[config.mk]
export PLATFORM = sky130hd
export DESIGN_NAME = ifu
export DESIGN_NICKNAME = d
export VERILOG_FILES = /design/src/rtl/ifu.sv
export SDC_FILE = /design/constraint.sdc
export NUM_CORES = 1
export LEC_CHECK = 0
export BUFFER_PORTS_ARGS = -buffer_cell sky130_fd_sc_hd__buf_2
export CAP_MARGIN = 5
export CORE_UTILIZATION = 41
export CTS_BUF_LIST = sky130_fd_sc_hd__clkbuf_8
export DETAILED_ROUTE_END_ITERATION = 7
export GPL_ROUTABILITY_DRIVEN = 0
export PLACE_DENSITY = 0.84
export REMOVE_ABC_BUFFERS = 1
export SYNTH_ARGS = -nofsm -noshare
export SYNTH_HDL_FRONTEND = slang
export SYNTH_SLANG_ARGS = --single-unit
export TNS_END_PERCENT = 100
[constraint.sdc]
create_clock -name clk -period 2.4 [get_ports clk]
set_input_delay 0.48 -clock clk [delete_from_list [all_inputs] [get_ports clk]]
set_output_delay 0.48 -clock clk [all_outputs]
set_load 0.02 [all_outputs]
[src/rtl/ifu.sv]
// Instruction fetch unit: PC register, next-PC selection and fetch outputs.
// Optional fetch address-error (AdEL) detection is enabled by defining IFU_ADEL_EN.
module ifu (
    input  logic        clk,
    input  logic        reset,
    input  logic        en,
    input  logic [1:0]  npc_sel,
    input  logic        br_taken,
    input  logic [31:0] d_pc,
    input  logic [15:0] imm16,
    input  logic [25:0] index26,
    input  logic [31:0] jr_target,
    input  logic        exc_req,
    input  logic        eret,
    input  logic [31:0] epc,
    output logic [31:0] i_addr,
    input  logic [31:0] i_rdata,
    output logic [31:0] f_pc,
    output logic [31:0] f_instr,
    output logic [4:0]  f_exccode,
    output logic        f_bd
);

    localparam logic [31:0] ResetPc = 32'h0000_3000;
    localparam logic [31:0] ExcPc   = 32'h0000_4180;

    logic [31:0] pc_q, pc_d;
    logic [31:0] seq_pc, br_pc, br_off;

    always_comb begin
        br_off = {{14{imm16[15]}}, imm16, 2'b00};
        seq_pc = pc_q + 32'd4;
        br_pc  = d_pc + 32'd4 + br_off;
    end

    // Exception redirect wins over everything, including a stall.
    always_comb begin
        pc_d = pc_q;
        if (exc_req) begin
            pc_d = ExcPc;
        end else if (eret && en) begin
            pc_d = epc;
        end else if (en) begin
            unique case (npc_sel)
                2'd0: pc_d = seq_pc;
                2'd1: pc_d = br_taken ? br_pc : seq_pc;
                2'd2: pc_d = {d_pc[31:28], index26, 2'b00};
                2'd3: pc_d = jr_target;
                default: pc_d = seq_pc;
            endcase
        end
    end

    always_ff @(posedge clk or posedge reset) begin
        if (reset) begin
            pc_q <= ResetPc;
        end else begin
            pc_q <= pc_d;
        end
    end

    assign i_addr = pc_q;
    assign f_pc   = pc_q;
    // Any non-sequential D instruction makes F a delay slot, except after eret.
    assign f_bd   = (npc_sel != 2'd0) && !eret;

`ifdef IFU_ADEL_EN
    logic adel;
    assign adel      = (pc_q[1:0] != 2'b00) || (pc_q < 32'h0000_3000) || (pc_q > 32'h0000_6FFC);
    assign f_exccode = adel ? 5'd4 : 5'd0;
    assign f_instr   = adel ? 32'h0000_0000 : i_rdata;
`else
    assign f_exccode = 5'd0;
    assign f_instr   = i_rdata;
`endif

endmodule

==> results.sh, run 1 <==
export IMPL_met2_usage_pct=54.57
export IMPL_finalHoldViolCount=0
export IMPL_cp_start_kind="input pin"
export IMPL_ys_ff_latch=32
export IMPL_drv_slew=0
export IMPL_p_switching_mw=1.271
export IMPL_outcome="finished, violations left"
export IMPL_syn_area_sq_um=5294
export IMPL_rr_startpoint="f_pc[13]"
export IMPL_grt_ovfl_total=0
export IMPL_pwr_share_comb_pct=63.3
export IMPL_track_usage_pct=32.51
export IMPL_synth_most_common_cell="buf_4"
export IMPL_first_iter_violations=472
export IMPL_fin_total_pwr_mw=3.002
export IMPL_start_util_pct=41.95
export IMPL_syn_inst=671
export IMPL_p_int_mw=1.731
export IMPL_dp_hpwl_um=16470
export IMPL_insertion_delay_ns=0.29
export IMPL_numCtsBuffers=5
export IMPL_worstMarginPinSlew_ns=0.6395
export IMPL_cp_end_kind="flip-flop"
export IMPL_hold_slack_ns=0.2991
export IMPL_reg2reg_to="f_pc[31]"
export IMPL_async_flop_share_pct=100.0
export IMPL_drive_gt1_share_pct=47.22
export IMPL_synth_edf_count=0
export IMPL_fp_dieW_um=115.6
export IMPL_synth_cell_types=77
export IMPL_dp_slack_ns=-0.9282
export IMPL_largest_reg_flops=32
export IMPL_ff2ff_setup_slack_ns=-0.13
export IMPL_yosysTopAreaCell="dfrtp_1"
export IMPL_p_sw_share_pct=42.34
export IMPL_setup_worst_path_start="d_pc[2]"
export IMPL_cp_arrival_ns=3.11
export IMPL_stdcell_count=1091
export IMPL_port_buffers=210
export IMPL_dp_cells=1074
export IMPL_drt_wl_total_um=22380
export IMPL_finalSetupViolations=21
export IMPL_p_seq_share_pct=20.6
export IMPL_drc=0
export IMPL_dr_pass1_iters=5
export IMPL_max_slew_margin_pct=57.21
export IMPL_drt_vias_per_instance=5.972
export IMPL_wl_per_cell_um=20.52
export IMPL_grt_pass1_vias=6293
export IMPL_synth_area_leaders="dfrtp_1, ha_1, buf_4"
export IMPL_vias=6515
export IMPL_die_area_sq_um=13370
export IMPL_clkSinkCount=32
export IMPL_fin_util_pct=60.00
export IMPL_required_ns=2.61
export IMPL_antenna_found_initial=3
export IMPL_critical_path_max_fanout=3
export IMPL_p_leak_nw=3.692
export IMPL_period_minus_slack_ns=2.904
export IMPL_syn_avg_cell_area_sq_um=7.889
export IMPL_htree_levels=2
export IMPL_period_share_pct=121.0
export IMPL_synth_yosys_warnings=0
export IMPL_hold_class="input pin to asynchronous set/reset pin"
export IMPL_cts_clk_slew_worst_paths_ns=0.07
export IMPL_cts_tree="built"
export IMPL_skew_ns=0.009603
export IMPL_grt_max_degree=33
export IMPL_ir_drop_v=0.0002059
export IMPL_power_density_nw_per_um2=396.4
export IMPL_clock_path_buffers=2
export IMPL_root_buffer="clkbuf_8"
export IMPL_crit_end="f_pc[15]"
export IMPL_busiest_layer="met2"
export IMPL_grt_first_pass_wirelength_um=32790
export IMPL_finalWorstSetupSlack_ns=-0.5038
export IMPL_critPathKind="input pin to flip-flop"
export IMPL_clkPwrFrac_pct=16.1
export IMPL_ys_seq_area_share_pct=15.17
export IMPL_met1_usage_pct=39.28
export IMPL_ant_nets=0
export IMPL_std_cell_rows=41
export IMPL_r2r_worst_path_cells=9
export IMPL_core_sq_um=12620
export IMPL_num_io_pins=280
export IMPL_fp_dieH_um=115.6
export IMPL_drv_cap=0
export IMPL_grt_use_met3_pct=8.996
export IMPL_fmax_mhz=344.4
export IMPL_area_growth_syn_to_layout_pct=43.04
export IMPL_rsz0062_at_grt="yes"
export IMPL_yosysTopAreaCellShare_pct=14.18
export IMPL_violations="negative setup slack"
export IMPL_synth_common_cells="buf_4, ha_1, a21oi_1"
export IMPL_nets=1153
export IMPL_ys_flop_type="dfrtp_1"
layout make-up:
class / count / area [sq um]
antenna: 2 / 5.005
inverter: 26 / 100.1
multi-input combinational: 520 / 4283
tap: 172 / 215.2
clock inverter: 1 / 3.754
sequential: 32 / 803.3
fill: 1103 / 5047
timing repair buffer: 331 / 2066
clock buffer: 7 / 96.34
power by group through the flow:
| stage | clock [mW] | sequential [mW] | combinational [mW] |
|---|---|---|---|
| after global routing | 0.516 | 0.623 | 2.03 |
| after CTS | 0.477 | 0.618 | 1.72 |
| after detailed placement | 0 | 0.628 | 1.58 |
| after global placement | 0 | 0.626 | 1.55 |
| final | 0.483 | 0.620 | 1.90 |
| after floorplan | 0 | 0.746 | 0.732 |
cells in the final DEF (no fill, tap or decap), types with 21 or more instances in the layout:
cell type and instances:
nand2_1 49, buf_4 112, a21oi_1 48, o21ai_0 39
inv_1 21, nor2_1 46, xnor2_1 30, ha_1 38
buf_2 201, dfrtp_1 30
what timing repair did:
item	CTS	global route
hold buffers	0	0
endpoints found under the hold margin	0	0
setup endpoints to repair	22	22
resized for setup	60	45
buffers inserted	5	6
gates cloned	0	0
pin swaps	48	40
through the flow:
stage	setup TNS [ns]	instance area, sq um
after floorplan	-7.035	4684
after global placement	-14.82	6819
after detailed placement	-16.47	6819
after CTS	-4.719	7318
after global routing	-7.534	7570
final	-5.967	7572
worst max-delay path, stage by stage:
cell,delay (ns)
buf_2,0.10
inv_2,0.06
ha_4,0.13
inv_2,0.04
ha_4,0.18
inv_4,0.06
fa_2,0.22
nand2b_4,0.15
a21oi_2,0.06
or4_4,0.45
a31o_1,0.20
a21o_1,0.19
buf_4,0.14
buf_6,0.10
xor2_1,0.21
a21oi_1,0.13
nor3_2,0.19
cells by family after synthesis:
kind of cell               after synthesis  share of synthesized area (%)
AOI/OAI and AO/OA                      211                          27.18
xor gates and xnor gates                53                          8.769
adders and majority gates               59                          14.09
buffers and inverters                  123                          13.64
DFF                                     32                          15.17
muxes                                   29                          6.074
other                                    1                        0.07084
and+or+nand+nor                        163                          15.01
worst min-delay path by stage:
stage	endpoint	slack, ns
after floorplan	f_pc[12]	0.51
after global placement	f_pc[0]	0.52
after detailed placement	f_pc[0]	0.53
after CTS	f_pc[21]	0.31
after global routing	f_pc[21]	0.33
final	f_pc[0]	0.30
per-layer routing:
metal	share of wire (%)	vias to the layer above
met5	0.31	-
met3	11	81
li1	-	2877
met1	38	3043
met2	47	512
met4	3.5	2
(Power assumes the default switching activity.)
==> inputs of run 2 (changes only) <==
--- a/config.mk
+++ b/config.mk
@@ -11,7 +11,7 @@
 export CTS_BUF_LIST = sky130_fd_sc_hd__clkbuf_8
 export DETAILED_ROUTE_END_ITERATION = 7
 export GPL_ROUTABILITY_DRIVEN = 0
-export PLACE_DENSITY = 0.84
+export PLACE_DENSITY = 0.81
 export REMOVE_ABC_BUFFERS = 1
 export SYNTH_ARGS = -nofsm -noshare
 export SYNTH_HDL_FRONTEND = slang
==> constraint.sdc (replaced) <==
create_clock -name clk -period 3.2 [get_ports clk]
set_input_delay 0.64 -clock clk [delete_from_list [all_inputs] [get_ports clk]]
set_output_delay 0.64 -clock clk [all_outputs]
set_load 0.02 [all_outputs]
==> results.sh, run 2 (same netlist as run 1, synthesis figures left out) <==
export IMPL_outcome="completed"
export IMPL_mostFrequentLayoutCell="buf_2"
export IMPL_finalWorstSetupSlack_ns=0.06066
export IMPL_cts_clk_slew_worst_paths_ns=0.08
export IMPL_start_util_pct=41.95
export IMPL_fp_dieW_um=115.6
export IMPL_htree_levels=2
export IMPL_p_leak_nw=3.254
export IMPL_grt_max_degree=33
export IMPL_cp_start_kind="input pin"
export IMPL_drt_vias_per_instance=5.785
export IMPL_drt_wl_total_um=20010
export IMPL_wl_per_cell_um=19.61
export IMPL_worstMarginPinSlew_ns=0.7263
export IMPL_grt_pass1_vias=5531
export IMPL_period_minus_slack_ns=3.139
export IMPL_grt_first_pass_wirelength_um=29580
export IMPL_drv_slew=0
export IMPL_dp_slack_ns=-0.3018
export IMPL_power_density_nw_per_um2=295.7
export IMPL_ant_nets=0
export IMPL_cts_tree="built"
export IMPL_drc=0
export IMPL_layout_common_cells="buf_2, ha_1, a21oi_1, buf_4, o21ai_0"
export IMPL_port_buffers=210
export IMPL_area_growth_syn_to_layout_pct=22.10
export IMPL_stdcell_count=1020
export IMPL_drv_cap=0
export IMPL_critPathKind="input pin to flip-flop"
export IMPL_dr_pass1_iters=5
export IMPL_clock_path_buffers=2
export IMPL_finalHoldViolCount=0
export IMPL_period_share_pct=98.10
export IMPL_cts_hold_buf=0
export IMPL_num_io_pins=280
export IMPL_dp_cells=1010
export IMPL_ir_drop_v=0.0001691
export IMPL_grt_ovfl_total=0
export IMPL_clkSinkCount=32
export IMPL_track_usage_pct=29.63
export IMPL_dp_hpwl_um=15740
export IMPL_first_iter_violations=414
export IMPL_required_ns=3.40
export IMPL_finalSetupViolations=0
export IMPL_fmax_mhz=318.5
export IMPL_rsz0062_at_grt="yes"
export IMPL_critical_path_max_fanout=4
export IMPL_skew_ns=0.009408
export IMPL_largest_reg_flops=32
export IMPL_drive_gt1_share_pct=36.84
export IMPL_core_sq_um=12620
export IMPL_max_slew_margin_pct=51.58
export IMPL_nets=1083
export IMPL_vias=5901
export IMPL_std_cell_rows=41
export IMPL_hold_class="input pin to asynchronous set/reset pin"
export IMPL_antenna_found_initial=2
export IMPL_fp_dieH_um=115.6
export IMPL_cp_arrival_ns=3.34
export IMPL_die_area_sq_um=13370
export IMPL_insertion_delay_ns=0.29
export IMPL_cp_end_kind="flip-flop"
export IMPL_numCtsBuffers=5
export IMPL_root_buffer="clkbuf_8"
## run 2: through the flow
step / area, sq um / hold WS, ns / utilization [%] / power [mW] / TNS (ns)
final: 6464 / 0.4621 / 51.22 / 1.912 / 0
after global routing: 6464 / 0.5038 / 51.22 / 2.032 / -0.06785
after CTS: 6416 / 0.4730 / 50.84 / 1.887 / 0
after detailed placement: 6326 / 0.5058 / 50.13 / 1.545 / -2.677
after global placement: 6326 / 0.4939 / 50.13 / 1.529 / -1.768
after floorplan: 4684 / 0.5649 / - / 1.109 / -0.001888
## run 2: worst paths after layout
path | startpoint | to | slack, ns | cells past startpoint
min | reset | f_pc[7] | 0.46 | 3
min in group clk | f_pc[12] | f_pc[12] | 0.52 | 2
max in group asynchronous | reset | f_pc[12] | 2.38 | 3
max reg2reg | f_pc[2] | f_pc[30] | 0.50 | 9
max | d_pc[4] | f_pc[30] | 0.06 | 12
min reg2reg | f_pc[12] | f_pc[12] | 0.52 | 2
## run 2: power breakdown
group	total [mW]	internal [mW]	switching [mW]
Combinational	1.07	0.477	0.596
Clock	0.345	0.170	0.175
Sequential	0.493	0.435	0.0586
## run 2: metal layers
metal,up-vias,wire length [um],track usage [%]
met5,-,63,4.074
met4,4,719,10.94
met3,62,2256,8.839
met2,393,8567,45.63
met1,2711,8398,38.78
li1,2731,-,-
## run 2: repair_timing
action | CTS | global route
setup buffers | 0 | 1
setup endpoints to repair | 0 | 9
gates resized for setup | 0 | 8
hold endpoints to repair | 0 | 0
## run 2: worst max-delay path, cell delays in order
cell       delay [ns]
buf_2            0.12
ha_1             0.31
ha_1             0.34
a211oi_2         0.26
o21ai_2          0.12
o2111ai_2        0.24
a311oi_4         0.16
a211oi_4         0.38
o311ai_4         0.16
a311oi_2         0.29
xnor2_1          0.12
o31ai_2          0.19
## run 2: final cells by class
type | count | area, sq um
Fill cell | 1255 | 6156
Tap cell | 172 | 215.2
Multi-Input combinational cell | 520 | 3821
Inverter | 26 | 97.59
Clock inverter | 2 | 7.507
Clock buffer | 6 | 82.58
Sequential cell | 32 | 803.3
Timing Repair Buffer | 261 | 1434
Antenna cell | 1 | 2.502
